### src/rtl/fir_pkg.sv
// Shared constants and types for the FIR tap line and its shift register.
package fir_pkg;

  localparam int FIR_NTAPS  = 6;
  localparam int FIR_DATA_W = 16;

  typedef logic [FIR_DATA_W-1:0] sample_t;
  typedef logic [2:0]            fill_t;

endpackage : fir_pkg

### src/rtl/fir_tap_shreg.sv
// DATA_W-wide, DEPTH-deep delay line with enable and synchronous clear.
// o_taps[0] holds the newest sample, o_taps[DEPTH-1] the oldest.
module fir_tap_shreg
  import fir_pkg::*;
#(
  parameter int DATA_W = FIR_DATA_W,
  parameter int DEPTH  = FIR_NTAPS
) (
  input  logic                          clk,
  input  logic                          i_clr,
  input  logic                          i_en,
  input  logic [DATA_W-1:0]             i_din,
  output logic [DEPTH-1:0][DATA_W-1:0]  o_taps
);

  logic [DEPTH-1:0][DATA_W-1:0] r_taps;

  // Clear outranks shift so a flush discards a same-cycle sample.
  always_ff @(posedge clk) begin
    if (i_clr) begin
      r_taps <= '0;
    end else if (i_en) begin
      r_taps <= {r_taps[DEPTH-2:0], i_din};
    end
  end

  assign o_taps = r_taps;

endmodule : fir_tap_shreg

### src/rtl/fir_tap_line.sv
// Serial-to-parallel window feeder for the 6-tap FIR with valid/ready on both sides.
// Optional FIR_TAP_ZERO_PAD_EN: present a (zero-padded) window after every accept.
module fir_tap_line
  import fir_pkg::*;
#(
  parameter int DATA_W = 16,
  parameter int SEQ_W  = 8
) (
  input  logic              clk,
  input  logic              rst,
  input  logic              flush,
  input  logic [DATA_W-1:0] in_data,
  input  logic              in_valid,
  output logic              in_ready,
  output logic [DATA_W-1:0] out_tap_1,
  output logic [DATA_W-1:0] out_tap_2,
  output logic [DATA_W-1:0] out_tap_3,
  output logic [DATA_W-1:0] out_tap_4,
  output logic [DATA_W-1:0] out_tap_5,
  output logic [DATA_W-1:0] out_tap_6,
  output logic              out_valid,
  input  logic              out_ready,
  output logic [SEQ_W-1:0]  out_seq,
  output logic [2:0]        fill
);

  logic                                w_clr;
  logic                                w_in_ready;
  logic                                w_accept;
  logic                                w_full_next;
  logic [FIR_NTAPS-1:0][DATA_W-1:0]    w_taps;

  fill_t             r_fill;
  logic [SEQ_W-1:0]  r_seq;
  logic              r_out_valid;

  assign w_clr      = rst | flush;
  assign w_in_ready = !rst && !flush && (!r_out_valid || out_ready);
  assign w_accept   = in_valid && w_in_ready;

  // Window becomes complete when this accept brings the count to FIR_NTAPS.
  assign w_full_next = ({1'b0, r_fill} + 4'd1) >= 4'(FIR_NTAPS);

  fir_tap_shreg #(
    .DATA_W (DATA_W),
    .DEPTH  (FIR_NTAPS)
  ) u_shreg (
    .clk    (clk),
    .i_clr  (w_clr),
    .i_en   (w_accept),
    .i_din  (in_data),
    .o_taps (w_taps)
  );

  always_ff @(posedge clk) begin
    if (w_clr) begin
      r_fill      <= '0;
      r_seq       <= '0;
      r_out_valid <= 1'b0;
    end else begin
      if (w_accept) begin
        r_fill <= (r_fill == fill_t'(FIR_NTAPS)) ? r_fill : r_fill + 3'd1;
        r_seq  <= r_seq + 1'b1;
      end
`ifdef FIR_TAP_ZERO_PAD_EN
      if (w_accept) begin
        r_out_valid <= 1'b1;
      end else if (out_ready) begin
        r_out_valid <= 1'b0;
      end
`else
      if (w_accept && w_full_next) begin
        r_out_valid <= 1'b1;
      end else if (out_ready) begin
        r_out_valid <= 1'b0;
      end
`endif
    end
  end

  assign in_ready  = w_in_ready;
  assign out_valid = r_out_valid;
  assign out_seq   = r_seq;
  assign fill      = r_fill;
  assign out_tap_1 = w_taps[0];
  assign out_tap_2 = w_taps[1];
  assign out_tap_3 = w_taps[2];
  assign out_tap_4 = w_taps[3];
  assign out_tap_5 = w_taps[4];
  assign out_tap_6 = w_taps[5];

endmodule : fir_tap_line

### config.mk
export PLATFORM = sky130hd
export DESIGN_NAME = fir_tap_line
export DESIGN_NICKNAME = d
export VERILOG_FILES = /design/src/rtl/fir_pkg.sv /design/src/rtl/fir_tap_shreg.sv /design/src/rtl/fir_tap_line.sv
export SDC_FILE = /design/constraint.sdc
export NUM_CORES = 1
export LEC_CHECK = 0
export ABC_AREA = 1
export CAP_MARGIN = 20
export CORE_MARGIN = 2
export CORE_UTILIZATION = 40
export CTS_BUF_LIST = sky130_fd_sc_hd__clkbuf_4 sky130_fd_sc_hd__clkbuf_8
export DETAILED_ROUTE_END_ITERATION = 6
export PLACE_DENSITY = 0.82
export SYNTH_ARGS = -nofsm -noshare
export SYNTH_HDL_FRONTEND = slang
export SYNTH_SLANG_ARGS = --single-unit
### constraint.sdc
create_clock -name clk -period 1.6 [get_ports clk]
set_input_delay 0.48 -clock clk [delete_from_list [all_inputs] [get_ports clk]]
set_output_delay 0.48 -clock clk [all_outputs]
set_load 0.01 [all_outputs]
# --- Yosys cells after proc, flatten, opt, wreduce, memory -nomap -nowiden ---
# Cells that the tools add are included.
totals:
  mem_bits_rw: 0
  latch_bits: 0
  rom_bits: 0
  n_memories: 0
  regBits: 108
  output_inout_bits: 109
op_classes:
  addsub: 3
  mul: 0
  bitwise: 2
  muxes: 2
  order_cmp: 1
  reduce_logical: 10
  n_eq_ne: 1
  shifts: 0
  n_div: 0
op_table:
  columns: ["op", "n"]
  rows:
  - ["adder 8 x 1 -> 8 bit, second input constant", 1]
  - ["adder 3 x 1 -> 4 bit, second input constant", 1]
  - ["greater-or-equal comparator 4 x 3 -> 1 bit, second input constant", 1]
  - ["logical AND 1 bit", 4]
  - ["adder 3 x 1 -> 3 bit, second input constant", 1]
  - ["equality test 3 bit, second input constant", 1]
  - ["zero test 1 bit", 3]
  - ["two-way mux 1 bit", 2]
  - ["AND reduction 2 bit", 1]
  - ["nonzero test 2 bit", 1]
  - ["logical OR 1 bit", 1]
  - ["NOT 1 bit", 1]
  - ["bitwise OR 1 bit", 1]

# --- Depth between registers and ports, before layout ---
# Gate-level depths: netlist (run 1).
logic_depth:
  ltp_word: 6
  ltp_mapped: 8
  depth_no_buf: 8

# --- Hierarchy ---
# From an unflattened synthesis (run 1), not the netlist that was laid out.
unflattened:
  hier_cells: 702
  area_unflattened_um2: 4677.0
modules_own_cells:
  columns: ["module", "area_per_inst_um2", "seq_area_each_um2", "cells_each", "n_inst"]
  rows:
  - ["fir_tap_shreg", 4013.8, 1921.8, 608, 1]
  - ["fir_tap_line", 663.1, 240.2, 94, 1]

# --- Worst setup path before layout (run 1) ---
# No wires, ideal clock.
synth_path:
  path_type: "input to register"
  from: "in flush"
  to: "reg r_fill[0], in the netlist fill[0]"
  setup_ps: 113
  path_stages: 7
  t_arrival_ps: 1242
  required_ps: 1487
  path_slack_ps: 245
  path_buffers: 1
  path_cell_list: "nor2_4 nand2_1 nor2_4 buf_4 nand2_1 o21ai_1 nor2_1"
synth_between:
  elab_chain_len: 5
synth_rtl:
  columns: ["item", "line", "source"]
  rows:
  - ["start, declared", "fir_tap_line.sv:11", "input logic flush,"]
  - ["zero test 1 bit", "fir_tap_line.sv:38", "assign w_in_ready = !rst && !flush && (!r_out_valid || out_ready);"]
  - ["logical AND 1 bit (2 in series)", "fir_tap_line.sv:38", null]
  - ["logical AND 1 bit", "fir_tap_line.sv:39", "assign w_accept = in_valid && w_in_ready;"]
  - ["AND reduction 2 bit (no line)", null, null]
  - ["end signal, assigned", "fir_tap_line.sv:62", "r_fill <= (r_fill == fill_t'(FIR_NTAPS)) ? r_fill : r_fill + 3'd1;"]
  - ["end, declared", "fir_tap_line.sv:33", "fill_t r_fill;"]
# Several ways; a longest one is shown, not always the timed one.
# A chain may end at the register's enable or synchronous reset.

# --- Worst setup path after layout (run 1) ---
layout_path:
  from: "in rst"
  to: "out in_ready"
layout_between:
  elab_chain_len: 3
layout_rtl:
  columns: ["item", "line", "source"]
  rows:
  - ["start, declared", "fir_tap_line.sv:10", "input logic rst,"]
  - ["zero test 1 bit", "fir_tap_line.sv:38", null]
  - ["logical AND 1 bit (2 in series)", "fir_tap_line.sv:38", null]
  - ["end, declared", "fir_tap_line.sv:14", "output logic in_ready,"]
# Every way passes these cells.

==> impl_metrics.toml, run 1 <==
[status]
status = "finished, final reports clean"

[worst_setup_path]
setup.worst_path.end_class = "primary output"
crit_slowest_cell = "sky130_fd_sc_hd__clkdlybuf4s15_1"
timing.critical_path.cells = "clkdlybuf4s15_1 -> nor2_4 -> nand2_2 -> inv_1 -> buf_6"
critical_setup_path_kind = "in -> out"
worstPathMaxFanout = 2
reg2reg_setup_slack_ns = 0.27
reg2regPathDepth = 9
slowest_delay_ns = 0.20
worstReg2RegStart = "out_seq[0]$_SDFFE_PP0P_"
worst_path_dominant_cell_family = "buffers and inverters"
worstSetupStartpointType = "input port"
crit_arrival_ns = 1.07
number_of_buffers_and_inverters_on_the_critical_path = 3
regToRegEndpoint = "out_seq[6]$_SDFFE_PP0P_"
worst_ep_required_time_ns = 1.12

[cells_and_area]
layout-drive-gt1-share_pct = 9.00
final_nets = 642
diodes = 0
post-route-util_pct = 59.1
area.growth.synth_to_final_pct = 41.9
number_of_filler_cells_placed_in_the_layout = 862
finish.cell_count_without_fillers = 751
post-route-cell-area_sq_um = 5520

[route]
drt_pre_antenna_iters = 4
routed_wire_length_per_instance_microns = 12.8
totalWireLength_mm = 9.62
drtIter0Drc = 146
vias_per_cell = 4.76
via_count = 3576
drc = 0
final_antenna_net_count = 0

[sta]
max-slew-margin-rel_pct = 75.0
setup_viol_count_final = 0
report.final.slew_viol_count = 0
rsz_0062_raised_after_global_routing = "false"
fin_crit_ns = 1.55
max_freq_mhz = 647
whs_ns = 0.462
fin_clk_skew_ns = 0.0154
worst_pin_slew_ns = 0.375
final_hold_viol_count = 0
finalSetupTns_ns = 0
fin_crit_sh_pct = 96.6

[global_routing]
gr-usage-all-layers_pct = 18.6
pin_count_of_the_biggest_net_entering_global_routing = 89
grt-ovfl-total = 0
grt_pass1_vias = 3256
antenna_found_initial = 0
grt_first_pass_wirelength_mm = 15.5

[logic_synthesis]
synth-simple-area-share_pct = 24.0
synth_compound_area_share_pct = 11.1
postSynthCellCount = 485
synth-warning-count = 0
synth_top_family_by_area = "simple AND/OR/NAND/NOR gates"
post_synth_xor_area_fraction_pct = 0.225
yosys_register_bits = 108
synth_mux_area_share_pct = 0
netlist_area_sq_um = 3890
postSynthNetCount = 510
synthAdderAreaFrac_pct = 1.29
synth_cell_types = 21
synth.yosys.seq_area_share_pct = 55.6
synth.avg_cell_area_sq_um = 8.01

[placed_design]
port_buffers = 129
post_dp_cell_area_sq_um = 5460
detailed_place_hpwl_mm = 6.88
gp_routability_congestion = 0.893
dp.cells = 735

[clock_tree]
cts-hold-fix-buffers = 0
cts_buffers = 9
cts-root-buf = "sky130_fd_sc_hd__clkbuf_8"
ctsHtreeMaxLevel = 3
cts.reportedPaths.clkPinSlew_ns = 0.11
tritoncts = "done"
clock-sinks = 108
ctsLongestPathBuffers = 2
worst_skew_pair.late_latency_ns = 0.37

[floorplanning]
floorplan.initialDensity_pct = 41.7
die_height_microns = 103
die_area_sq_um = 10500
io_pins = 130
fp.dieW_microns = 103
row_count = 35
coreArea_sq_um = 9330

[job]
cap_violations = 0

[hold_path]
min_to = "u_shreg.o_taps[80]$_SDFFE_PP0P_"
hold_depth = 2
worst_min_path_class = "reg -> reg"
min_from = "u_shreg.o_taps[64]$_SDFFE_PP0P_"

[pwr]
share_comb_of_total_power_pct = 6.8
vdd_ir_drop_max_uv = 495
internal-power_mw = 3.44
powerDensity_nw_per_um2 = 834
cellLeakagePower_nw = 2.72
netSwitchingPower_mw = 1.16
seq_power_share_pct = 59.2
clockPowerShare_pct = 34.0
sw_frac_of_total_pct = 25.2
worst reg2reg max path, delay by kind of cell, from the launching register on:
kind / cells / cell delay, ns
and+or+nand+nor: 7 / 0.54
buffers and inverters: 1 / 0.12
adders and majority gates: 1 / 0.21
DFF: 1 / 0.35
metrics by stage:
step	setup WS [ns]	power [mW]
after global placement	-0.646	3.11
after detailed placement	-0.657	3.12
after global routing	0.00845	4.79
final	0.0542	4.60
after CTS	0.0149	4.64
after floorplan	0.245	2.95
registers in the layout, summed over array words and instances (netlist names):
signal / cells
fill: 3
out_valid: 1
out_seq: 8
u_shreg.o_taps: 96
repair_timing:
action                                  in CTS  in global routing
hold endpoints to repair                     0                  0
resized for setup                          127                  2
buffers inserted                             0                  0
pin swaps                                    2                  2
endpoints found under the setup margin     215                  1
power by group through the flow:
stage               registers [mW]  logic [mW]  clock network (mW)
floorplan                     2.80       0.149                   0
global placement              2.79       0.320                   0
detailed placement            2.79       0.328                   0
CTS                           2.72       0.311                1.61
global route                  2.73       0.343                1.72
finish                        2.72       0.312                1.57
how the worst max path moves through the flow:
stage,from,endpoint,cells past startpoint
final,rst,in_ready,5
after CTS,rst,in_ready,5
after floorplan,flush,fill[0]$_SDFFE_PP0P_,7
after detailed placement,flush,in_ready,5
after global placement,flush,in_ready,5
after global routing,u_shreg.o_taps[28]$_SDFFE_PP0P_,out_tap_2[12],1
area by class of cell:
type	instances	area, sq um	area share (%)
clock inverters	7	57.6	1.04
clock buffers	9	124	2.25
multi-input cells	306	1440	26.1
well taps	129	161	2.93
inverters	38	143	2.59
repair buffers	154	1420	25.7
flip-flops and latches	108	2170	39.4
cells in the final DEF, fill, tap and decap left out, types with 2 or more instances in the layout:
| cell type | n |
|---|---|
| sky130_fd_sc_hd__buf_4 | 18 |
| sky130_fd_sc_hd__o21ai_1 | 46 |
| sky130_fd_sc_hd__nand2_1 | 110 |
| sky130_fd_sc_hd__ha_1 | 4 |
| sky130_fd_sc_hd__inv_8 | 2 |
| sky130_fd_sc_hd__dlygate4sd2_1 | 109 |
| sky130_fd_sc_hd__inv_1 | 38 |
| sky130_fd_sc_hd__a21oi_1 | 28 |
| sky130_fd_sc_hd__inv_6 | 2 |
| sky130_fd_sc_hd__buf_12 | 6 |
| sky130_fd_sc_hd__clkdlybuf4s50_1 | 17 |
| sky130_fd_sc_hd__nor2_4 | 2 |
| sky130_fd_sc_hd__o21ai_0 | 9 |
| sky130_fd_sc_hd__clkinv_2 | 2 |
| sky130_fd_sc_hd__nand3_1 | 77 |
| sky130_fd_sc_hd__clkbuf_8 | 9 |
| sky130_fd_sc_hd__nor2_1 | 20 |
| sky130_fd_sc_hd__buf_6 | 2 |
| sky130_fd_sc_hd__dfxtp_1 | 102 |
| sky130_fd_sc_hd__nand2_2 | 2 |
| sky130_fd_sc_hd__dfxtp_2 | 5 |
cells by family after synthesis:
family | after synthesis
AO/OA/AOI/OAI | 85
XOR/XNOR | 1
adder cells (fa/ha/maj) | 4
buffers and inverters | 71
flip-flops | 108
AND/OR/NAND/NOR | 216
Yosys cell counts:
library cell	n	area [sq um]
sky130_fd_sc_hd__nand2_1	112	420
sky130_fd_sc_hd__nor3_1	1	5.00
sky130_fd_sc_hd__a21oi_1	28	140
sky130_fd_sc_hd__inv_1	38	143
sky130_fd_sc_hd__xor2_1	1	8.76
sky130_fd_sc_hd__nand4_1	1	6.26
sky130_fd_sc_hd__or2_2	1	6.26
sky130_fd_sc_hd__o21ai_0	9	45.0
sky130_fd_sc_hd__nor2_4	2	22.5
sky130_fd_sc_hd__a21oi_2	1	8.76
sky130_fd_sc_hd__buf_4	1	7.51
sky130_fd_sc_hd__ha_1	4	50.1
sky130_fd_sc_hd__o21ai_1	46	230
sky130_fd_sc_hd__dfxtp_1	108	2160
sky130_fd_sc_hd__clkbuf_1	4	15.0
sky130_fd_sc_hd__a22oi_1	1	7.51
sky130_fd_sc_hd__nand3_1	78	390
sky130_fd_sc_hd__buf_2	25	125
sky130_fd_sc_hd__and2_1	1	6.26
sky130_fd_sc_hd__buf_1	3	11.3
sky130_fd_sc_hd__nor2_1	20	75.1
routing by layer:
metal	vias to the layer above	global-route usage (%)	part of all wire [%]
met1	1635	24.1	46
li1	1842	-	-
met3	10	5.63	7.3
met2	89	29.7	45
met4	0	6.15	1.3
met5	-	0	0
Power figures use the tool's default switching activity.
==> run 2: changes to the inputs <==
TNS_END_PERCENT = 100   (was not set)
==> results of run 2 <==
The final DEF is identical to that of run 1; final timing and power are the same.
==> run 3: changes to the inputs <==
GPL_ROUTABILITY_DRIVEN = 0   (was not set)
HOLD_SLACK_MARGIN = 0.02   (was not set)
TNS_END_PERCENT = 10   (was 100)
==> impl_metrics.toml, run 3 (synthesized netlist as in run 1, its figures left out) <==
[status]
status = "finished, final reports clean"

[route]
final_antenna_net_count = 0
vias_per_cell = 4.76
totalWireLength_mm = 9.62
routed_wire_length_per_instance_microns = 12.8
drc = 0
drt_pre_antenna_iters = 4
drtIter0Drc = 163
via_count = 3577

[worst_setup_path]
worstSetupStartpointType = "input port"
reg2regPathDepth = 9
worstPathMaxFanout = 2
critical_setup_path_kind = "in -> out"
worst_ep_required_time_ns = 1.12
crit_arrival_ns = 1.09
setup.worst_path.end_class = "primary output"

[sta]
report.final.slew_viol_count = 0
worst_pin_slew_ns = 0.374
rsz_0062_raised_after_global_routing = "true"
fin_clk_skew_ns = 0.0151
final_hold_viol_count = 0
setup_viol_count_final = 0
fin_crit_sh_pct = 98.4
finalSetupTns_ns = 0
fin_crit_ns = 1.57
whs_ns = 0.462
max_freq_mhz = 635
max-slew-margin-rel_pct = 75.1

[cells_and_area]
largest_register_ffs = 96
final_nets = 642
area.growth.synth_to_final_pct = 41.9
layout.cells.most_common_list = "sky130_fd_sc_hd__nand2_1 (110), sky130_fd_sc_hd__dlygate4sd2_1 (109), sky130_fd_sc_hd__dfxtp_1 (102), sky130_fd_sc_hd__nand3_1 (77), sky130_fd_sc_hd__o21ai_1 (46)"
finish.cell_count_without_fillers = 751
diodes = 0
post-route-cell-area_sq_um = 5510
layout-drive-gt1-share_pct = 8.84
layout.cells.most_common = "sky130_fd_sc_hd__nand2_1"
number_of_filler_cells_placed_in_the_layout = 863

[floorplanning]
die_height_microns = 103
die_area_sq_um = 10500
coreArea_sq_um = 9330
row_count = 35
io_pins = 130
floorplan.initialDensity_pct = 41.7
fp.dieW_microns = 103

[global_routing]
grt-busiest-layer = "met2"
pin_count_of_the_biggest_net_entering_global_routing = 89
grt_use_met1_pct = 24.1
antenna_found_initial = 0
grt_first_pass_wirelength_mm = 15.5
globalRouteMet2Util_pct = 29.7
gr-usage-all-layers_pct = 18.6
grt-ovfl-total = 0
grtUsageMet3_pct = 5.63
grt_pass1_vias = 3256

[hold_path]
worst_min_path_class = "reg -> reg"
hold_depth = 2

[clock_tree]
ctsLongestPathBuffers = 2
cts-root-buf = "sky130_fd_sc_hd__clkbuf_8"
cts_post_setup_buffers_inserted = 0
tritoncts = "done"
cts_buffers = 9
clock-sinks = 108
worst_skew_pair.late_latency_ns = 0.37
ctsHtreeMaxLevel = 3
cts.reportedPaths.clkPinSlew_ns = 0.11

[placed_design]
post_dp_cell_area_sq_um = 5460
detailed_place_hpwl_mm = 6.88
port_buffers = 129
dp.cells = 735

[pwr]
cellLeakagePower_nw = 2.72
vdd_ir_drop_max_uv = 495
powerDensity_nw_per_um2 = 834

[job]
cap_violations = 0
==> run 3: cell types whose count changed in the layout (fill, tap and decap cells not counted), sizes merged <==
cell / delta
clkbuf: -1
clkdlybuf4s15: +1
==> run 3: critical path, stage by stage <==
cell,delay (ns)
sky130_fd_sc_hd__clkdlybuf4s15_1,0.20
sky130_fd_sc_hd__nor2_4,0.18
sky130_fd_sc_hd__nand2_2,0.07
sky130_fd_sc_hd__inv_1,0.05
sky130_fd_sc_hd__buf_2,0.12
==> run 3: area by class of cell <==
type                            instances  area, sq um  share of cell area [%]
Clock buffer                            9          124                    2.25
Clock inverter                          7         57.6                    1.04
Inverter                               38          143                    2.59
Multi-Input combinational cell        306         1440                    26.1
Sequential cell                       108         2170                    39.4
Tap cell                              129          161                    2.93
Timing Repair Buffer                  154         1420                    25.7
==> run 3: final timing paths <==
| check | start | endpoint | slack, ns |
|---|---|---|---|
| worst max register to register | out_seq[0]$_SDFFE_PP0P_ | out_seq[6]$_SDFFE_PP0P_ | 0.27 |
| worst min register to register | u_shreg.o_taps[64]$_SDFFE_PP0P_ | u_shreg.o_taps[80]$_SDFFE_PP0P_ | 0.46 |
| worst min-delay path | u_shreg.o_taps[64]$_SDFFE_PP0P_ | u_shreg.o_taps[80]$_SDFFE_PP0P_ | 0.46 |
| worst max-delay path | rst | in_ready | 0.03 |
==> run 3: report_power, final <==
group	internal [mW]	switching (mW)	leakage [nW]
logic	0.136	0.175	1.75
registers	2.71	0.0137	0.875
clock network	0.595	0.970	0.0938
total	3.44	1.16	2.72
==> run 3: metal layers <==
layer | vias up | part of all wire, %
met5 | - | 0
met4 | 0 | 1.3
met3 | 10 | 7.5
met2 | 90 | 45
met1 | 1635 | 46
li1 | 1842 | -
==> run 3: repair_timing <==
action	in CTS	in global routing
hold buffers	0	0
cloned	0	0
pin swaps	2	0
setup endpoints to repair	215	11
resized for setup	126	1
==> run 3: per-stage QoR <==
stage          setup slack (ns)  util [%]  total power [mW]
5_1_grt                -0.00715      59.1              4.79
3_5_place_dp             -0.657      58.5              3.12
4_1_cts                  0.0276      59.1              4.64
2_1_floorplan             0.245         -              2.95
6_report                 0.0260      59.1              4.60
3_3_place_gp             -0.646      58.5              3.11
